[src/rtl/conv_pkg.sv]
// Shared definitions for the 3-row convolution column feeder: widths, the idle
// counter sentinel, the fetch FSM states and the packed column layout.
package conv_pkg;

  localparam int unsigned PIX_W = 8;
  localparam int unsigned CNT_W = 7;

  localparam logic [CNT_W-1:0] CNT_SENTINEL = 7'h7F;

  typedef enum logic [2:0] {
    ST_IDLE,
    ST_RD0,
    ST_RD1,
    ST_RD2,
    ST_EMIT
  } state_e;

  // First member lands in the MSBs, so row0 (window top row) sits at [7:0].
  typedef struct packed {
    logic [PIX_W-1:0] row2;
    logic [PIX_W-1:0] row1;
    logic [PIX_W-1:0] row0;
  } col_t;

endpackage

[src/rtl/conv_col_feeder.sv]
// Streams 3-pixel columns of a row-major image out of a 1-cycle-latency pixel RAM,
// one column every 4 cycles, tagged with the window row/column counters.
module conv_col_feeder
  import conv_pkg::*;
#(
  parameter int unsigned IMG_W  = 28,
  parameter int unsigned IMG_H  = 28,
  parameter int unsigned ADDR_W = 10
) (
  input  logic                 clk,
  input  logic                 rst,
  input  logic                 start,
  output logic                 mem_rd_en,
  output logic [ADDR_W-1:0]    mem_addr,
  input  logic [PIX_W-1:0]     mem_rdata,
  output logic [3*PIX_W-1:0]   pix,
  output logic [CNT_W-1:0]     count_i,
  output logic [CNT_W-1:0]     count_j,
  output logic                 col_valid,
  output logic                 busy,
  output logic                 done
);

  localparam logic [ADDR_W-1:0] ROW_STEP  = ADDR_W'(IMG_W);
  localparam logic [ADDR_W-1:0] ROW_STEP2 = ADDR_W'(2 * IMG_W);
  localparam logic [CNT_W-1:0]  LAST_J    = CNT_W'(IMG_W - 1);
  localparam logic [CNT_W-1:0]  LAST_I    = CNT_W'(IMG_H - 3);

  state_e              state_q, state_d;
  logic [CNT_W-1:0]    i_q, i_d;
  logic [CNT_W-1:0]    j_q, j_d;
  logic [ADDR_W-1:0]   base_q, base_d;
  logic [ADDR_W-1:0]   addr_q, addr_d;
  logic [ADDR_W-1:0]   col_addr;
  logic                rd_en_q, rd_en_d;
  logic [PIX_W-1:0]    row0_q, row1_q;
  col_t                pix_q, emit_col;
  logic [CNT_W-1:0]    ci_q, cj_q;
  logic                col_valid_q, busy_q, done_q;
  logic                last_col;

  assign last_col = (j_q == LAST_J) && (i_q == LAST_I);

  always_comb begin
    state_d = state_q;
    i_d     = i_q;
    j_d     = j_q;
    base_d  = base_q;
    unique case (state_q)
      ST_IDLE: begin
        if (start) begin
          state_d = ST_RD0;
          i_d     = '0;
          j_d     = '0;
          base_d  = '0;
        end
      end
      ST_RD0:  state_d = ST_RD1;
      ST_RD1:  state_d = ST_RD2;
      ST_RD2:  state_d = ST_EMIT;
      ST_EMIT: begin
        if (last_col) begin
          state_d = ST_IDLE;
        end else begin
          state_d = ST_RD0;
          if (j_q == LAST_J) begin
            j_d    = '0;
            i_d    = i_q + CNT_W'(1);
            base_d = base_q + ROW_STEP;
          end else begin
            j_d = j_q + CNT_W'(1);
          end
        end
      end
      default: state_d = ST_IDLE;
    endcase
  end

  // Address is registered against the next state so the strobe lines up with RD0..RD2.
  always_comb begin
    col_addr = base_d + ADDR_W'(j_d);
    addr_d   = addr_q;
    rd_en_d  = 1'b0;
    unique case (state_d)
      ST_RD0: begin addr_d = col_addr;             rd_en_d = 1'b1; end
      ST_RD1: begin addr_d = col_addr + ROW_STEP;  rd_en_d = 1'b1; end
      ST_RD2: begin addr_d = col_addr + ROW_STEP2; rd_en_d = 1'b1; end
      default: ;
    endcase
  end

  always_comb begin
    emit_col.row2 = mem_rdata;
    emit_col.row1 = row1_q;
    emit_col.row0 = row0_q;
  end

  always_ff @(posedge clk) begin
    if (rst) begin
      state_q     <= ST_IDLE;
      i_q         <= '0;
      j_q         <= '0;
      base_q      <= '0;
      addr_q      <= '0;
      rd_en_q     <= 1'b0;
      row0_q      <= '0;
      row1_q      <= '0;
      pix_q       <= '0;
      ci_q        <= CNT_SENTINEL;
      cj_q        <= CNT_SENTINEL;
      col_valid_q <= 1'b0;
      busy_q      <= 1'b0;
      done_q      <= 1'b0;
    end else begin
      state_q     <= state_d;
      i_q         <= i_d;
      j_q         <= j_d;
      base_q      <= base_d;
      addr_q      <= addr_d;
      rd_en_q     <= rd_en_d;
      col_valid_q <= (state_d == ST_EMIT);
      busy_q      <= (state_d != ST_IDLE);
      done_q      <= (state_q == ST_EMIT) && (state_d == ST_IDLE);
      if (state_q == ST_IDLE && state_d == ST_RD0) begin
        ci_q <= CNT_SENTINEL;
        cj_q <= CNT_SENTINEL;
      end
      if (state_d == ST_EMIT) begin
        ci_q <= i_q;
        cj_q <= j_q;
      end
      if (state_q == ST_RD1) row0_q <= mem_rdata;
      if (state_q == ST_RD2) row1_q <= mem_rdata;
      if (state_q == ST_EMIT) pix_q <= emit_col;
    end
  end

  // Row 2 arrives during EMIT, so it is passed straight through while the column is shown.
  assign pix       = (state_q == ST_EMIT) ? emit_col : pix_q;
  assign mem_rd_en = rd_en_q;
  assign mem_addr  = addr_q;
  assign count_i   = ci_q;
  assign count_j   = cj_q;
  assign col_valid = col_valid_q;
  assign busy      = busy_q;
  assign done      = done_q;

endmodule

[config.mk]
export PLATFORM = sky130hd
export DESIGN_NAME = conv_col_feeder
export DESIGN_NICKNAME = d
export VERILOG_FILES = /design/src/rtl/conv_pkg.sv /design/src/rtl/conv_col_feeder.sv
export SDC_FILE = /design/constraint.sdc
export NUM_CORES = 1
export LEC_CHECK = 0
export BUFFER_PORTS_ARGS = -buffer_cell sky130_fd_sc_hd__buf_2
export CORE_UTILIZATION = 52
export DETAILED_ROUTE_END_ITERATION = 8
export PLACE_DENSITY = 0.76
export REMOVE_ABC_BUFFERS = 1
export SLEW_MARGIN = 30
export SYNTH_ARGS = -nofsm -noshare
export SYNTH_HDL_FRONTEND = slang
export SYNTH_SLANG_ARGS = --single-unit
[constraint.sdc]
create_clock -name clk -period 4.8 [get_ports clk]
set_clock_uncertainty 0.2 [all_clocks]
set_input_delay 0 -clock clk [delete_from_list [all_inputs] [get_ports clk]]
set_output_delay 0 -clock clk [all_outputs]
set_load 0.05 [all_outputs]
==> results of run 1 <==
-- cell families (layout without fill, tap and decap cells) --
family / after synthesis / after routing / synth area share (%)
AO/OA/AOI/OAI: 127 / 127 / 16.73
XOR/XNOR: 18 / 18 / 3.485
adder cells (fa/ha/maj): 15 / 15 / 4.314
buffers and inverters: 39 / 108 / 3.595
flip-flops: 95 / 95 / 42.04
multiplexers: 8 / 8 / 1.880
AND/OR/NAND/NOR: 264 / 264 / 27.96
-- power groups by stage --
stage	Combinational, mW	Clock [mW]	Sequential (mW)
final	0.340	0.511	0.854
after global routing	0.370	0.559	0.861
after CTS	0.340	0.522	0.855
after detailed placement	0.333	0	0.873
after global placement	0.329	0	0.871
after floorplan	0.150	0	0.951
-- what timing repair did --
action | 4_1_cts | 5_1_grt
endpoints found under the hold margin | 46 | 0
resized for setup | 0 | 13
hold buffers | 9 | 0
setup buffers | 0 | 1
setup endpoints to repair | 0 | 4
-- layer usage --
| layer | part of all wire [%] | GRT usage (%) |
|---|---|---|
| met1 | 47 | 29.74 |
| met2 | 48 | 38.75 |
| met3 | 3.9 | 4.226 |
| met4 | 1.4 | 7.071 |
| met5 | 0 | 0 |
-- flip-flops by register name (all words and copies together) (netlist names) --
register and flops:
row1_q 8, count_i 7, pix_q 24, done 1, base_q 10, row0_q 8, i_q 7, mem_rd_en 1
busy 1, col_valid 1, mem_addr 10, count_j 7, state_q 3, j_q 7
-- cell usage in the layout, fill, tap and decap left out, types with 14 or more instances in the layout --
cell type    n
nand2_1    140
a21oi_1     57
dfxtp_1     93
buf_4       14
nor2_1      35
nand2b_1    16
buf_2       62
o22ai_1     15
nor2b_1     14
o21ai_0     16
-- worst paths after layout --
kind	to	cells after the start	startpoint	slack (ps)
worst min register to register	mem_addr[5]	2	mem_addr[5]	250
worst min-delay path	busy	5	start	150
worst max register to register	mem_addr[9]	16	state_q[2]	160
worst max-delay path	mem_addr[9]	16	state_q[2]	160
-- final cells by class --
class                      count  area (µm²)  area share (%)
multi-input combinational    432        2505           47.59
timing repair buffer          85       505.5           9.603
clock inverter                 7       67.56           1.284
tap                          105       131.4           2.496
sequential                    95        1904           36.18
clock buffer                   9       123.9           2.353
inverter                       7       26.28          0.4992
-- through the flow --
stage               std cells  setup TNS (ps)  power [mW]  instance area (µm²)
finish                    740               0       1.705                 5264
floorplan                 534          -393.7       1.101                 4388
detailed placement        714               0       1.206                 4938
global placement          714               0       1.201                 4938
global route              740               0       1.789                 5264
CTS                       739               0       1.716                 5220
-- critical path, delay by kind of cell (launching register included) --
family	cells	cell delay [ps]
fa+ha+maj	3	800
mux	1	290
simple gates	6	1600
flops	1	430
buf+inv	1	160
compound gates	5	1050
==> metrics, run 1 <==
Slew @ Worst Pin=631.9 ps; Worst VDD drop=194.1 µV; CTS buffer count=9; Slew Viols, Final=0; die footprint=9077 µm²; Clk pwr share=30.0%; CP Capture Type=flip-flop; ys flop type=dfxtp_1; CP required=4850 ps; Startpoint Class=flip-flop; Starting Density=54.52%; P_int=1.123 mW; PwrDens=323.8 nW/µm²; Nets=656; Synth area leader=dfxtp_1; Final Cycle Share=96.64%; IO Port Bufs=62; CTS root buf=clkbuf_8; minimum period implied by the final worst setup slack=4639 ps; RSZ-0062 raised after global routing=false; core area=8299 µm²; fmax=215.6 MHz; Critical-path top delay cell=or4b_1; # setup viols final=0; Hold Path Class=input port to flip-flop; Seq cells post-synth=95; CTS tree=done; Pre-Repair DR Iteration Count=5; Final HPWL DP=7196 µm; Yosys warning total=0; worst slew margin relative to its limit=57.28%; Cell Rows=33; initial antenna violation count=0; sequential share of the synthesized area=42.04%; Comb pwr share=19.9%; FILL cells=747; area share of the largest cell type after synthesis=42.04%; synth cell count leaders=nand2_1 (140), dfxtp_1 (95), a21oi_1 (58), nor2_1 (35), clkbuf_1 (26); switch share=34.15%; clock insertion delay at the later pin of the skew report=360 ps; post-synth cell types=62; crit path DAT=4690 ps; ys async rst share=0%; Crit Path Max Fanout=13; Lkg Pwr=2.205 nW; Fin. Hold Viols=0; first-pass GRT wire length=16,600 µm; die height=95.28 µm; Post-synth EDFFs=0; DR WL/cell=13.78 µm; Die Span X=95.28 µm; CTS Buffer Depth=2; GRT Overall Usage=23.01%; Vias per Instance=5.485; max_cap viols=0; final wirelength=10,200 µm; final cell utilization of the core=63.43%; pre-CTS setup slack=26.41 ps; via count of the first global-routing pass=3,681; grt ovf=0; largest net degree at the start of global routing=69; Net Sw Power=0.5821 mW; drt drc=0; synth top area cells=dfxtp_1 (42%), nand2_1 (12%), a21oi_1 (6.4%); Crit Path Class=flip-flop to flip-flop; Placer Congestion=0.9223; worst setup slack after layout=161.1 ps; hold slack=152.7 ps; share of layout cells above drive strength 1=18.90%; CTS sink cnt=95; critical-path cell list=or4b_1 -> and2_1 -> buf_4 -> mux2_2 -> ha_1 -> fa_2 -> a21o_1 -> a211o_1 -> nand2_1 -> ha_1 -> nand2_1 -> a21oi_1 -> o211ai_1 -> or4_1 -> o211ai_1 -> nand3_1; crit-path max cell delay=610 ps; Avg Inst Size Synth=7.994 µm²; synthesized area=4524 µm²; run status=finished clean; H-Tree Depth=3; most common cell in the netlist=nand2_1; clk slew on worst S/H paths=100 ps; DR iter-0 viols=160; vias post-DR=4,059; area grow syn2layout=16.34%; IO Pins=63; Syn Inst Count=566; ANT cells=0; post-route ant nets=0; Sequential Power Share=50.1%
No activity file was read; power rests on OpenSTA's default activity.
==> inputs of run 2 (changes only) <==
--- a/config.mk
+++ b/config.mk
@@ -6,9 +6,11 @@
 export NUM_CORES = 1
 export LEC_CHECK = 0
 export BUFFER_PORTS_ARGS = -buffer_cell sky130_fd_sc_hd__buf_2
+export CORE_MARGIN = 4
 export CORE_UTILIZATION = 52
 export DETAILED_ROUTE_END_ITERATION = 8
 export PLACE_DENSITY = 0.76
+export RECOVER_POWER = 25
 export REMOVE_ABC_BUFFERS = 1
 export SLEW_MARGIN = 30
 export SYNTH_ARGS = -nofsm -noshare
==> metrics, run 2 (synthesis results as in run 1) <==
Die Span X=101.3 µm; CTS sink cnt=95; Pre-Repair DR Iteration Count=5; final wirelength=10,770 µm; fmax=219.3 MHz; via count of the first global-routing pass=3,993; post-route cell area=5258 µm²; DR WL/cell=14.53 µm; crit path DAT=4670 ps; R2R Path End=mem_addr[9]; Vias per Instance=5.613; max_cap viols=1; area occupied by multi-input gates=2535 µm²; Starting Density=54.25%; DR iter-0 viols=147; max FFs per register=24; Lkg Pwr=2.148 nW; initial antenna violation count=0; Startpoint Class=flip-flop; largest net degree at the start of global routing=65; Slew Viols, Final=65; Worst VDD drop=147.5 µV; CP required=4910 ps; commonest non-fill, non-tap cell in the layout=nand2_1; Crit Path Class=flip-flop to flip-flop; die footprint=10,260 µm²; HP Start=start; hold path depth=5; Final Cycle Share=95.02%; ANT cells=0; Crit Path Max Fanout=8; CTS Buffer Depth=2; Fin. Hold Viols=0; clock insertion delay at the later pin of the skew report=360 ps; Final HPWL DP=7451 µm; PwrDens=323.0 nW/µm²; core area=8341 µm²; post-route ant nets=0; register with the most flip-flops=pix_q; crit-path max cell delay=520 ps; FF-to-FF path depth=20; final setup TNS=0 ps; worst slew margin relative to its limit=-71.42%; Slew @ Worst Pin=2571 ps; CTS tree=done; die height=101.3 µm; IO Pins=63; Nets=657; FILL cells=774; H-Tree Depth=3; Hold Path Class=input port to flip-flop; failing checks=max-capacitance violations, max-slew violations; grt ovf=0; first-pass GRT wire length=17,750 µm; vias post-DR=4,159; reg2reg setup slack=240 ps; Worst Hold End=state_q[0]; minimum period implied by the final worst setup slack=4561 ps; FF-to-FF Start=i_q[1]; run status=finished with violations; placed instance area=4938 µm²; clk slew on worst S/H paths=100 ps; area grow syn2layout=16.21%; Seq. cell area=1903 µm²; critical-path cell list=inv_1 -> ha_1 -> or2b_2 -> or4_4 -> o21ai_2 -> and2_1 -> buf_4 -> mux2_2 -> ha_2 -> fa_2 -> a21o_1 -> a211o_1 -> nand2_1 -> ha_1 -> a21oi_2 -> o211ai_1 -> buf_4 -> o311a_1 -> or3b_1 -> nand3_1; GRT Overall Usage=20.76%; Critical-path top delay cell=or4_4; # setup viols final=0; CP Capture Type=flip-flop; Placer Congestion=0.8742; CTS root buf=clkbuf_8; drt drc=0; IO Port Bufs=62; CTS buffer count=9; share of layout cells above drive strength 1=14.78%; most frequent cells in the layout=nand2_1 (140), dfxtp_1 (94), a21oi_1 (56), nor2_1 (35), buf_2 (33); Cell Rows=33
## run 2: how the worst max path moves through the flow
stage	start	endpoint	slack [ps]
floorplan	state_q[2]	mem_addr[9]	-240
global placement	i_q[0]	mem_addr[9]	210
detailed placement	i_q[0]	mem_addr[8]	10
CTS	i_q[0]	mem_addr[8]	1
global route	i_q[1]	mem_addr[8]	-40
finish	i_q[1]	mem_addr[9]	240
## run 2: timing repair
| item | 4_1_cts | 5_1_grt |
|---|---|---|
| buffers inserted | 0 | 2 |
| hold endpoints to repair | 49 | 0 |
| hold buffers | 9 | 0 |
| gates resized for setup | 0 | 18 |
| endpoints found under the setup margin | 0 | 3 |
## run 2: per-stage QoR
stage	worst slack, ps	std cells	util [%]	hold WS (ps)	total power, mW
global placement	210.3	714	59.21	68.13	1.202
detailed placement	12.81	714	59.21	73.69	1.209
floorplan	-239.3	534	-	-130.9	1.101
CTS	1.143	739	62.51	135.6	1.711
global route	-42.29	741	63.04	224.0	1.781
finish	239.1	741	63.04	161.5	1.698
## run 2: layout make-up
cell class	count	share of cell area, %
multi-input cells	432	48.22
clock buffers	9	2.356
well taps	105	2.499
clock inverters	7	1.166
inverters	7	0.4998
flip-flops and latches	95	36.20
repair buffers	86	9.067
## run 2: critical path, delay by kind of cell (launching register included)
kind	cells	cell delay, ps
AO/OA/AOI/OAI	6	890
flip-flops	1	370
multiplexers	1	170
AND/OR/NAND/NOR	6	1560
adder cells (fa/ha/maj)	4	880
buffers and inverters	3	440
## run 2: per-layer routing
layer  global-route usage, %  wire length, µm
met3                   2.824              490
met5                       0                0
met4                   6.851              181
met2                   36.67             5429
met1                   26.00             4664
## run 2: power breakdown
| group | total [mW] | switching [mW] | internal (mW) | leakage, nW |
|---|---|---|---|---|
| combinational | 0.343 | 0.252 | 0.0910 | 1.29 |
| clock | 0.504 | 0.304 | 0.199 | 0.0940 |
| sequential | 0.851 | 0.0240 | 0.827 | 0.769 |
| total | 1.70 | 0.580 | 1.12 | 2.15 |
==> inputs of run 3 (changes only) <==
--- a/config.mk
+++ b/config.mk
@@ -7,9 +7,10 @@
 export LEC_CHECK = 0
 export BUFFER_PORTS_ARGS = -buffer_cell sky130_fd_sc_hd__buf_2
 export CORE_MARGIN = 4
-export CORE_UTILIZATION = 52
+export CORE_UTILIZATION = 57
 export DETAILED_ROUTE_END_ITERATION = 8
-export PLACE_DENSITY = 0.76
+export HOLD_SLACK_MARGIN = 0.03
+export PLACE_DENSITY = 0.79
 export RECOVER_POWER = 25
 export REMOVE_ABC_BUFFERS = 1
 export SLEW_MARGIN = 30
==> constraint.sdc (replaced) <==
create_clock -name clk -period 4.2 [get_ports clk]
set_clock_uncertainty 0.2 [all_clocks]
set_input_delay 0 -clock clk [delete_from_list [all_inputs] [get_ports clk]]
set_output_delay 0 -clock clk [all_outputs]
set_load 0.05 [all_outputs]
==> metrics, run 3 (synthesis results as in run 1) <==
Crit Path Class=flip-flop to flip-flop; register with the most flip-flops=pix_q; Starting Density=58.55%; max FFs per register=24; worst slew margin relative to its limit=56.71%; Die Span X=97.09 µm; PwrDens=343.8 nW/µm²; crit-path max cell delay=440 ps; critical path's most frequent cell=o21ai_2; Vias per Instance=5.799; initial antenna violation count=0; crit path DAT=4540 ps; post-route ant nets=0; clk slew on worst S/H paths=100 ps; # setup viols final=3; ANT cells=0; Fin. Hold Viols=0; worst setup slack after layout=-255.5 ps; final wirelength=12,890 µm; critical-path cell list=ha_4 -> or2b_4 -> or4_4 -> o21ai_2 -> and2_4 -> a22o_1 -> ha_1 -> a211oi_2 -> buf_4 -> o21bai_4 -> o21ai_2 -> ha_2 -> nand2_2 -> a32o_2 -> o22a_1 -> nand4_1 -> mux2i_1 -> or3_1 -> a311oi_2; Pre-Repair DR Iteration Count=5; largest net degree at the start of global routing=70; run status=finished with violations; IO Pins=63; CTS sink cnt=95; Worst VDD drop=177.9 µV; CTS root buf=clkbuf_8; most frequent cells in the layout=nand2_1 (137), dfxtp_1 (91), buf_4 (68), a21oi_1 (55), buf_2 (34); core area=7727 µm²; CTS buffer count=9; Pwr Total=2.014 mW; Slew @ Worst Pin=649.3 ps; RSZ-0062 raised after global routing=true; via count of the first global-routing pass=4,324; commonest non-fill, non-tap cell in the layout=nand2_1; Lkg Pwr=2.470 nW; placed insts=757; Critical-path top delay cell=or4_4; Final Cycle Share=106.1%; max_cap viols=0; drt drc=0; die footprint=9426 µm²; vias post-DR=4,599; share of layout cells above drive strength 1=26.48%; Startpoint Class=flip-flop; clock insertion delay at the later pin of the skew report=370 ps; fmax=224.4 MHz; IO Port Bufs=62; failing checks=negative setup slack; first-pass GRT wire length=19,460 µm; pre-CTS setup slack=-304.3 ps; die height=97.09 µm; H-Tree Depth=3; grt ovf=0; Hold Path Class=input port to flip-flop; DR WL/cell=16.26 µm; GRT Overall Usage=24.58%; CTS tree=done; Crit Path Max Fanout=3; minimum period implied by the final worst setup slack=4456 ps; Final Non-Filler Cells=793; CP delay by family, top=compound AO/OA/AOI/OAI gates; DR iter-0 viols=233; CTS Buffer Depth=2; Nets=712; worst path bufs/invs=1; CP required=4280 ps; Cell Rows=32; Final HPWL DP=8137 µm; CP Capture Type=flip-flop; Slew Viols, Final=0; Placer Congestion=0.8804; area grow syn2layout=29.45%
run 3: per-stage QoR:
| step | cell area, µm² | utilization (%) | TNS, ps | hold slack [ps] |
|---|---|---|---|---|
| after floorplan | 4388 | - | -3136 | -130.9 |
| after global placement | 5280 | 68.33 | -241.7 | 65.66 |
| after detailed placement | 5280 | 68.33 | -717.8 | 71.89 |
| after CTS | 5703 | 73.80 | -163.5 | 206.1 |
| after global routing | 5857 | 75.79 | -902.0 | 243.2 |
| final | 5857 | 75.79 | -486.1 | 234.4 |
run 3: cell type report:
type	count	area, µm²
Clock inverter	7	73.82
Tap cell	102	127.6
Timing Repair Buffer	141	898.4
Clock buffer	9	123.9
Inverter	7	26.28
Multi-Input combinational cell	432	2700
Fill cell	547	1871
Sequential cell	95	1907
run 3: routing by layer:
metal | up-vias | routed length, µm | part of all wire (%) | GRT usage [%]
li1 | 2191 | - | - | -
met1 | 2143 | 4969 | 39 | 28.89
met2 | 207 | 6554 | 51 | 43.79
met3 | 58 | 821 | 6.4 | 4.810
met4 | 0 | 545 | 4.2 | 9.719
met5 | - | 0 | 0 | 0
run 3: final timing paths:
check | cells after the start | end | from | slack [ps]
max reg2reg | 19 | mem_addr[8] | i_q[0] | -260
max | 19 | mem_addr[8] | i_q[0] | -260
min | 4 | row1_q[7] | mem_rdata[7] | 230
min reg2reg | 2 | row1_q[3] | row1_q[3] | 260
run 3: timing repair:
item                                    4_1_cts  5_1_grt
cloned                                        0        0
hold buffers                                  9        0
endpoints found under the hold margin        45        0
endpoints found under the setup margin        3        4
setup buffers                                 6        6
gates resized for setup                      30       36
pin swaps                                    17       14
run 3: power breakdown:
| part | switching, mW | total (mW) | internal, mW |
|---|---|---|---|
| Sequential | 0.0234 | 0.969 | 0.946 |
| Clock | 0.362 | 0.596 | 0.235 |
| Combinational | 0.320 | 0.448 | 0.128 |
| Total | 0.706 | 2.01 | 1.31 |
run 3: tightest hold or removal path: stages:
cell,delay [ps]
dlygate4sd3_1,530
buf_2,140
nand2_1,50
a21oi_1,50
